==> src/rtl/tile_line_fetcher_pkg.sv <==
// Shared geometry, FSM encodings and helpers for the tile scanline fetcher.
// The row-base helper is hard-wired for H_TILES = 80.
package tile_line_fetcher_pkg;

  localparam int TILE_W      = 8;
  localparam int H_TILES     = 80;
  localparam int V_TILES     = 60;
  localparam int ACTIVE_W    = 640;
  localparam int NT_AW       = 13;
  localparam int TILE_RD_LAT = 1;
  localparam int LINE_PX     = H_TILES * TILE_W;
  localparam int FRAME_PX    = V_TILES * TILE_W;
  // The last address issued takes name RAM + tile RAM + output register to retire.
  localparam int DRAIN_CYC   = TILE_RD_LAT + 2;

  typedef enum logic [1:0] {
    ST_IDLE  = 2'd0,
    ST_RUN   = 2'd1,
    ST_DRAIN = 2'd2
  } fetch_state_e;

  // (y >> 3) * 80 as (r << 6) + (r << 4), so no multiplier is inferred.
  function automatic logic [NT_AW-1:0] row_base_of(input logic [8:0] y);
    logic [NT_AW-1:0] r;
    r = NT_AW'(y[8:3]);
    return (r << 6) + (r << 4);
  endfunction

endpackage

==> src/rtl/tile_line_fetcher_addr_gen.sv <==
// Name-table address generator: latches the scrolled row on line start, then walks
// the horizontal position one pixel per step with wrap at the end of the map row.
module tile_line_fetcher_addr_gen
  import tile_line_fetcher_pkg::*;
(
  input  logic             clk,
  input  logic             reset,
  input  logic             load,
  input  logic             step,
  input  logic [8:0]       line_y,
  input  logic [9:0]       scroll_x,
  input  logic [8:0]       scroll_y,
  output logic [NT_AW-1:0] nt_addr,
  output logic [2:0]       fx,
  output logic [2:0]       fine_y
);

  logic [9:0]       x_q, x_d;
  logic [NT_AW-1:0] row_base_q, row_base_d;
  logic [2:0]       fine_y_q, fine_y_d;
  logic [NT_AW-1:0] nt_addr_q, nt_addr_d;
  logic [2:0]       fx_q, fx_d;

  logic [9:0]       y_sum;
  logic [8:0]       y_eff;
  logic [9:0]       x0;
  logic [9:0]       x_cur;
  logic [NT_AW-1:0] rb_cur;

  always_comb begin
    y_sum = {1'b0, line_y} + {1'b0, scroll_y};
    y_eff = (y_sum >= 10'(FRAME_PX)) ? 9'(y_sum - 10'(FRAME_PX)) : y_sum[8:0];
    x0    = (scroll_x >= 10'(LINE_PX)) ? scroll_x - 10'(LINE_PX) : scroll_x;

    // On load the first address is built straight from the fresh scroll values.
    x_cur  = load ? x0 : x_q;
    rb_cur = load ? row_base_of(y_eff) : row_base_q;

    x_d        = x_q;
    row_base_d = row_base_q;
    fine_y_d   = fine_y_q;
    nt_addr_d  = nt_addr_q;
    fx_d       = fx_q;

    if (load) begin
      row_base_d = rb_cur;
      fine_y_d   = y_eff[2:0];
    end
    if (load || step) begin
      nt_addr_d = rb_cur + NT_AW'(x_cur[9:3]);
      fx_d      = x_cur[2:0];
      x_d       = (x_cur == 10'(LINE_PX - 1)) ? 10'd0 : x_cur + 10'd1;
    end
  end

  always_ff @(posedge clk) begin
    if (reset) begin
      x_q        <= '0;
      row_base_q <= '0;
      fine_y_q   <= '0;
      nt_addr_q  <= '0;
      fx_q       <= '0;
    end else begin
      x_q        <= x_d;
      row_base_q <= row_base_d;
      fine_y_q   <= fine_y_d;
      nt_addr_q  <= nt_addr_d;
      fx_q       <= fx_d;
    end
  end

  assign nt_addr = nt_addr_q;
  assign fx      = fx_q;
  assign fine_y  = fine_y_q;

endmodule

==> src/rtl/tile_line_fetcher.sv <==
// Scanline sequencer: name-table walk, tile RAM addressing and a 4-cycle pixel
// pipeline (address, name, tile pixel, output register) with abort/restart.
module tile_line_fetcher
  import tile_line_fetcher_pkg::*;
(
  input  logic             clk,
  input  logic             reset,
  input  logic             line_start,
  input  logic [8:0]       line_y,
  input  logic [9:0]       scroll_x,
  input  logic [8:0]       scroll_y,
  output logic [NT_AW-1:0] nt_addr,
  input  logic [7:0]       nt_data,
  output logic [7:0]       tile_name,
  output logic [2:0]       tile_row,
  output logic [2:0]       tile_column,
  input  logic [1:0]       tile_px,
  output logic [1:0]       px_out,
  output logic             px_valid,
  output logic             busy
);

  fetch_state_e state_q, state_d;
  logic [9:0]   cnt_q, cnt_d;
  logic         busy_q, busy_d;
  logic         vld_p0_q, vld_p0_d;
  logic         vld_p1_q, vld_p1_d;
  logic         vld_p2_q, vld_p2_d;
  logic [2:0]   tile_row_q, tile_row_d;
  logic [2:0]   tile_column_q, tile_column_d;
  logic [7:0]   name_hold_q, name_hold_d;
  logic [1:0]   px_out_q, px_out_d;
  logic         px_valid_q, px_valid_d;

  logic         step;
  logic [2:0]   fx;
  logic [2:0]   fine_y;

  assign step = (state_q == ST_RUN) && (cnt_q != 10'(ACTIVE_W - 1));

  tile_line_fetcher_addr_gen u_addr_gen (
    .clk      (clk),
    .reset    (reset),
    .load     (line_start),
    .step     (step),
    .line_y   (line_y),
    .scroll_x (scroll_x),
    .scroll_y (scroll_y),
    .nt_addr  (nt_addr),
    .fx       (fx),
    .fine_y   (fine_y)
  );

  always_comb begin
    state_d       = state_q;
    cnt_d         = cnt_q;
    tile_row_d    = tile_row_q;
    tile_column_d = tile_column_q;
    name_hold_d   = name_hold_q;
    px_out_d      = px_out_q;

    case (state_q)
      ST_RUN: begin
        if (cnt_q == 10'(ACTIVE_W - 1)) begin
          state_d = ST_DRAIN;
          cnt_d   = '0;
        end else begin
          cnt_d = cnt_q + 10'd1;
        end
      end
      ST_DRAIN: begin
        if (cnt_q == 10'(DRAIN_CYC - 1)) state_d = ST_IDLE;
        else                              cnt_d   = cnt_q + 10'd1;
      end
      default: ;
    endcase
    if (line_start) begin
      state_d = ST_RUN;
      cnt_d   = '0;
    end
    busy_d = (state_d != ST_IDLE);

    // S0 -> S1: address out, name RAM reading; column/row ride alongside.
    vld_p0_d = (state_d == ST_RUN);
    if (vld_p0_q) begin
      tile_row_d    = fine_y;
      tile_column_d = fx;
    end
    // S1 -> S2: name forwarded to the tile RAM, kept for the idle hold value.
    vld_p1_d = vld_p0_q & ~line_start;
    if (vld_p1_q) name_hold_d = nt_data;
    // S2 -> S3: tile RAM pixel captured into the output register.
    vld_p2_d   = vld_p1_q & ~line_start;
    px_valid_d = vld_p2_q & ~line_start;
    if (vld_p2_q) px_out_d = tile_px;
  end

  always_ff @(posedge clk) begin
    if (reset) begin
      state_q       <= ST_IDLE;
      cnt_q         <= '0;
      busy_q        <= 1'b0;
      vld_p0_q      <= 1'b0;
      vld_p1_q      <= 1'b0;
      vld_p2_q      <= 1'b0;
      tile_row_q    <= '0;
      tile_column_q <= '0;
      name_hold_q   <= '0;
      px_out_q      <= '0;
      px_valid_q    <= 1'b0;
    end else begin
      state_q       <= state_d;
      cnt_q         <= cnt_d;
      busy_q        <= busy_d;
      vld_p0_q      <= vld_p0_d;
      vld_p1_q      <= vld_p1_d;
      vld_p2_q      <= vld_p2_d;
      tile_row_q    <= tile_row_d;
      tile_column_q <= tile_column_d;
      name_hold_q   <= name_hold_d;
      px_out_q      <= px_out_d;
      px_valid_q    <= px_valid_d;
    end
  end

  // The name RAM output is only meaningful while a name is in S1.
  assign tile_name   = vld_p1_q ? nt_data : name_hold_q;
  assign tile_row    = tile_row_q;
  assign tile_column = tile_column_q;
  assign px_out      = px_out_q;
  assign px_valid    = px_valid_q;
  assign busy        = busy_q;

endmodule

==> config.mk <==
export PLATFORM = sky130hd
export DESIGN_NAME = tile_line_fetcher
export DESIGN_NICKNAME = d
export VERILOG_FILES = /design/src/rtl/tile_line_fetcher_pkg.sv /design/src/rtl/tile_line_fetcher_addr_gen.sv /design/src/rtl/tile_line_fetcher.sv
export SDC_FILE = /design/constraint.sdc
export NUM_CORES = 1
export LEC_CHECK = 0
export BUFFER_PORTS_ARGS = -buffer_cell sky130_fd_sc_hd__buf_2
export CORE_AREA = 4 4 119 121
export CTS_BUF_LIST = sky130_fd_sc_hd__clkbuf_16
export DETAILED_ROUTE_END_ITERATION = 12
export DIE_AREA = 0 0 123 125
export PLACE_DENSITY = 0.55
export SLEW_MARGIN = 20
export SYNTH_ARGS = -nofsm -noshare
export SYNTH_HDL_FRONTEND = slang
export SYNTH_SLANG_ARGS = --single-unit
==> constraint.sdc <==
create_clock -name clk -period 5.8 [get_ports clk]
set_clock_uncertainty 0.05 [all_clocks]
set_input_delay 0.87 -clock clk [delete_from_list [all_inputs] [get_ports clk]]
set_output_delay 0.87 -clock clk [all_outputs]
set_load 0.05 [all_outputs]
==> metrics.md <==
| Metric | Value |
|---|---|
| Clk root buf | sky130_fd_sc_hd__clkbuf_16 |
| Total track usage | 13.80% |
| Number of vias after detailed routing | 3900 |
| Number of hold violations in the final report | 0 |
| Post-CTS clock slew at the launch and capture registers of the worst setup and hold paths | 60 ps |
| RSZ-0062 raised after global routing | false |
| Combined area of all synthesized cells | 4482 um2 |
| Worst path cell trace | buf_2, ha_1, fa_1, a21o_1, nand3_1, nand2_1, a21oi_1, xnor2_1, ha_1, inv_1, a2111oi_4, o21ai_4, ha_1, nor4bb_1, a221o_1, a311oi_1, nor4_1, nand3_1, mux2i_1, nor3b_1, xor2_1, a211oi_1 |
| Post-synthesis share of cell area spent on xor and xnor gates | 4.690% |
| Area fraction of the dominant cell type after synthesis | 33.50% |
| H-tree depth reported by CTS | 3 |
| Final count of negative-setup-slack endpoints | 0 |
| Die W | 123 um |
| Type of element capturing the critical path | flop |
| Main combinational cell family by area after synthesis | simple AND/OR/NAND/NOR gates |
| Area after detailed placement | 5004 um2 |
| Highest clock rate | about 180 MHz |
| Crit path launch type | input port |
| Count of distinct cell types in the synthesized netlist | 59 |
| Min cycle time layout | 5456 ps |
| Tightest Hold Check Type | flop to flop |
| Post-synthesis async set-or-reset flop share | 0% |
| Max-slew violations | 0 |
| Worst max-slew margin expressed relative to the limit | 50.73% |
| Required time at the worst-slack endpoint | 5990 ps |
| Final-layout setup total negative slack | 0 ps |
| Number of antenna-violating nets in the routed design | 0 |
| Number of max-capacitance violations reported | 0 |
| GR Overflow Total | 0 |
| Status | finished, final reports clean |
| Clock tree from TritonCTS | yes |
| Leakage power summed over all cells | between 2 and 2.5 nW |
| Synth-to-Final Area Change | 18.65% |
| Mux contribution to synthesized area | around 8.4% |
| First-pass GRT wire length | 17.47 mm |
| Count of cells along the worst register-to-register path | 12 |
| Critical-path cell with the highest stage delay | sky130_fd_sc_hd__nor4_1 |
| Average size of a mapped cell | 8.424 um2 |
| Total wirelength of the detailed-routed design | 10.46 mm |
| Cell taking the most area after synthesis | sky130_fd_sc_hd__dfxtp_1 |
| WHS Path Cells | 2 |
| Synthesized-area fraction occupied by ao, oa, aoi and oai cells | 16.69% |
| Total Power | 1.707 mW |
| ANT cells | 0 |
| Commonest cells in the synthesized netlist | sky130_fd_sc_hd__dfxtp_1, sky130_fd_sc_hd__nor2_1, sky130_fd_sc_hd__a21oi_1 |
| Dominant synthesized flop cell | sky130_fd_sc_hd__dfxtp_1 |
| Critical Setup Path Class | input port to flop |
| Register bit total from synthesis | 75 |
| Pwr per Cell Area | 320.9 nW/um2 |
| Vertical die dimension | 125 um |
| Number of instances resized during post-cts repair | 0 |
| Cell types with the largest area share after synthesis | sky130_fd_sc_hd__dfxtp_1, sky130_fd_sc_hd__ha_1, sky130_fd_sc_hd__nor2_1 |
| Adder-cell share of the synthesized area | 8.878% |
| Maximum number of pins on one net before global-route repair | 64 |
| Crit share post-route | approximately 94% |
| Highest cell delay on the worst timing path | between 500 and 600 ps |
| RD Place Congestion | 0.8070 |
| HPWL after detailed placement | 7.874 mm |
| Worst IR Drop VDD | 0.1456 mV |
| Via count of the first global-routing pass | 3772 |
| Maximum clock insertion buffer count | 2 |
| Synth Instances | 532 |
| CTS hold repair buffers | 0 |
| Cts bufs inserted | 9 |
| Placed Cells | approximately 760 |
| Yosys Warn Count | 0 |
| Starting utilization of the core area | between 30% and 40% |
| # Post-CTS Setup Buffers | 0 |
| Full die area | 15380 um2 |
| Initial drt markers | 208 |
| Post-layout instance count excluding filler cells | 778 |
| Initial antenna violation count | 0 |
| DR vias/cell | around 5.0 |
| Sequential area share after synthesis | 33.50% |
| Core outline area | approximately 13000 um2 |
| Fraction of the mapped netlist area in simple logic gates | 23.76% |
| Average wire per standard cell | between 10 and 15 um |
| Io pins | a little over 70 |
| CP Max Fanout | 6 |
| Transition time at the pin with the least slew margin | 735.6 ps |
| Cell mode on critical path | sky130_fd_sc_hd__ha_1 |
| Number of clock sinks | 75 |
| Count of buffers inserted at the top-level ports | just over 70 |
| Dominant cell by count in the synthesized netlist | sky130_fd_sc_hd__dfxtp_1 |
| Post-layout instance area | 5318 um2 |
| Net count reported at finish | 668 |
| Clock latency reported for the late side of the worst-skew pair | between 300 and 400 ps |
| Number of core rows | 42 |
| Share of final-layout standard cells stronger than drive strength 1 | 19.77% |
| Drt drc | 0 |
| Number of enable-type register cells in the synthesized netlist | 0 |
| Nets in the synthesized netlist | 603 |
| Utilization after layout | between 40% and 50% |
| Arrival time at the worst endpoint | 5640 ps |
| First-pass iteration count of the detailed router | 4 |
[cells by family after synthesis]
logic type / count (synthesis)
simple gates: 210
compound gates: 112
flops: 75
buf+inv: 45
xor+xnor: 24
fa+ha+maj: 30
mux: 36
[cells in the final DEF (no fill, tap or decap), types with 3 or more instances in the layout]
cell | synthesis | layout
sky130_fd_sc_hd__clkbuf_16 | 0 | 9
sky130_fd_sc_hd__nand3_1 | 16 | 16
sky130_fd_sc_hd__a211oi_1 | 11 | 11
sky130_fd_sc_hd__or2_2 | 3 | 3
sky130_fd_sc_hd__fa_1 | 3 | 3
sky130_fd_sc_hd__inv_1 | 22 | 23
sky130_fd_sc_hd__nand4_1 | 5 | 5
sky130_fd_sc_hd__buf_4 | 0 | 6
sky130_fd_sc_hd__nand2_1 | 37 | 37
sky130_fd_sc_hd__ha_1 | 27 | 27
sky130_fd_sc_hd__nor3b_1 | 5 | 5
sky130_fd_sc_hd__nor3_1 | 20 | 20
sky130_fd_sc_hd__nor4_1 | 4 | 4
sky130_fd_sc_hd__nor4_2 | 3 | 3
sky130_fd_sc_hd__a21oi_1 | 47 | 47
sky130_fd_sc_hd__nor2_1 | 64 | 64
sky130_fd_sc_hd__and3_1 | 8 | 8
sky130_fd_sc_hd__mux2i_1 | 22 | 22
sky130_fd_sc_hd__buf_2 | 10 | 71
sky130_fd_sc_hd__mux2_2 | 14 | 14
sky130_fd_sc_hd__xnor2_1 | 14 | 14
sky130_fd_sc_hd__and2_1 | 8 | 8
sky130_fd_sc_hd__o21ai_0 | 14 | 14
sky130_fd_sc_hd__a21o_1 | 5 | 5
sky130_fd_sc_hd__o211ai_1 | 8 | 8
sky130_fd_sc_hd__xor2_1 | 10 | 10
sky130_fd_sc_hd__or3_1 | 3 | 3
sky130_fd_sc_hd__nor2b_1 | 22 | 22
sky130_fd_sc_hd__dfxtp_1 | 75 | 75
[worst paths after layout]
check / from / to / slack, ps
setup / recovery: line_y[0] / u_addr_gen.nt_addr[11]$_SDFFE_PP0P_ / 340
hold / removal: u_addr_gen.nt_addr[3]$_SDFFE_PP0P_ / u_addr_gen.nt_addr[3]$_SDFFE_PP0P_ / 400
setup reg to reg: u_addr_gen.x_q[4]$_SDFFE_PP0P_ / u_addr_gen.nt_addr[11]$_SDFFE_PP0P_ / 2680
hold reg to reg: u_addr_gen.nt_addr[3]$_SDFFE_PP0P_ / u_addr_gen.nt_addr[3]$_SDFFE_PP0P_ / 400
[registers in the layout, summed over array words and instances (netlist names)]
name	cells
cnt_q	10
u_addr_gen.fine_y	3
state_q	2
vld_p2_q	1
vld_p1_q	1
u_addr_gen.fx	3
px_out	2
busy	1
px_valid	1
name_hold_q	8
tile_row	3
u_addr_gen.row_base_q	13
tile_column	3
u_addr_gen.nt_addr	13
vld_p0_q	1
u_addr_gen.x_q	10
[routing by layer]
| metal | GRT usage [%] | vias to the layer above | part of all wire [%] |
|---|---|---|---|
| li1 | - | 2022 | - |
| met1 | 18.37 | 1811 | 49 |
| met2 | 22.71 | 59 | 47 |
| met3 | 3.297 | 8 | 3.5 |
| met4 | 2.997 | 0 | 0.76 |
| met5 | 0 | - | 0 |
[final cells by class]
type / count / area (um2)
clock buffers: 9 / 225.2
clock inverters: 7 / 83.83
fillers: 1324 / 7767
inverters: 22 / 82.58
multi-input cells: 412 / 2804
flip-flops and latches: 75 / 1501
well taps: 176 / 220.2
repair buffers: 77 / 400.4
[report_power, final]
part / internal [mW] / total [mW] / switching, mW
sequential: 0.560 / 0.581 / 0.0217
combinational: 0.210 / 0.551 / 0.341
clock: 0.371 / 0.575 / 0.204
total: 1.14 / 1.71 / 0.566
[stage by stage]
stage | hold slack, ps | setup slack, ps
2_1_floorplan | 371.4 | 540.9
3_3_place_gp | 388.6 | 247.8
3_5_place_dp | 390.0 | 56.77
4_1_cts | 405.1 | 400.3
5_1_grt | 417.4 | 31.33
6_report | 402.2 | 344.3
[worst max-delay path: cells and delay by family]
| kind | cells | cell delay [ps] |
|---|---|---|
| xor+xnor | 2 | 340 |
| mux | 1 | 170 |
| simple gates | 6 | 1260 |
| fa+ha+maj | 4 | 1350 |
| compound gates | 7 | 1460 |
| buf+inv | 2 | 200 |
(Power assumes the default switching activity.)
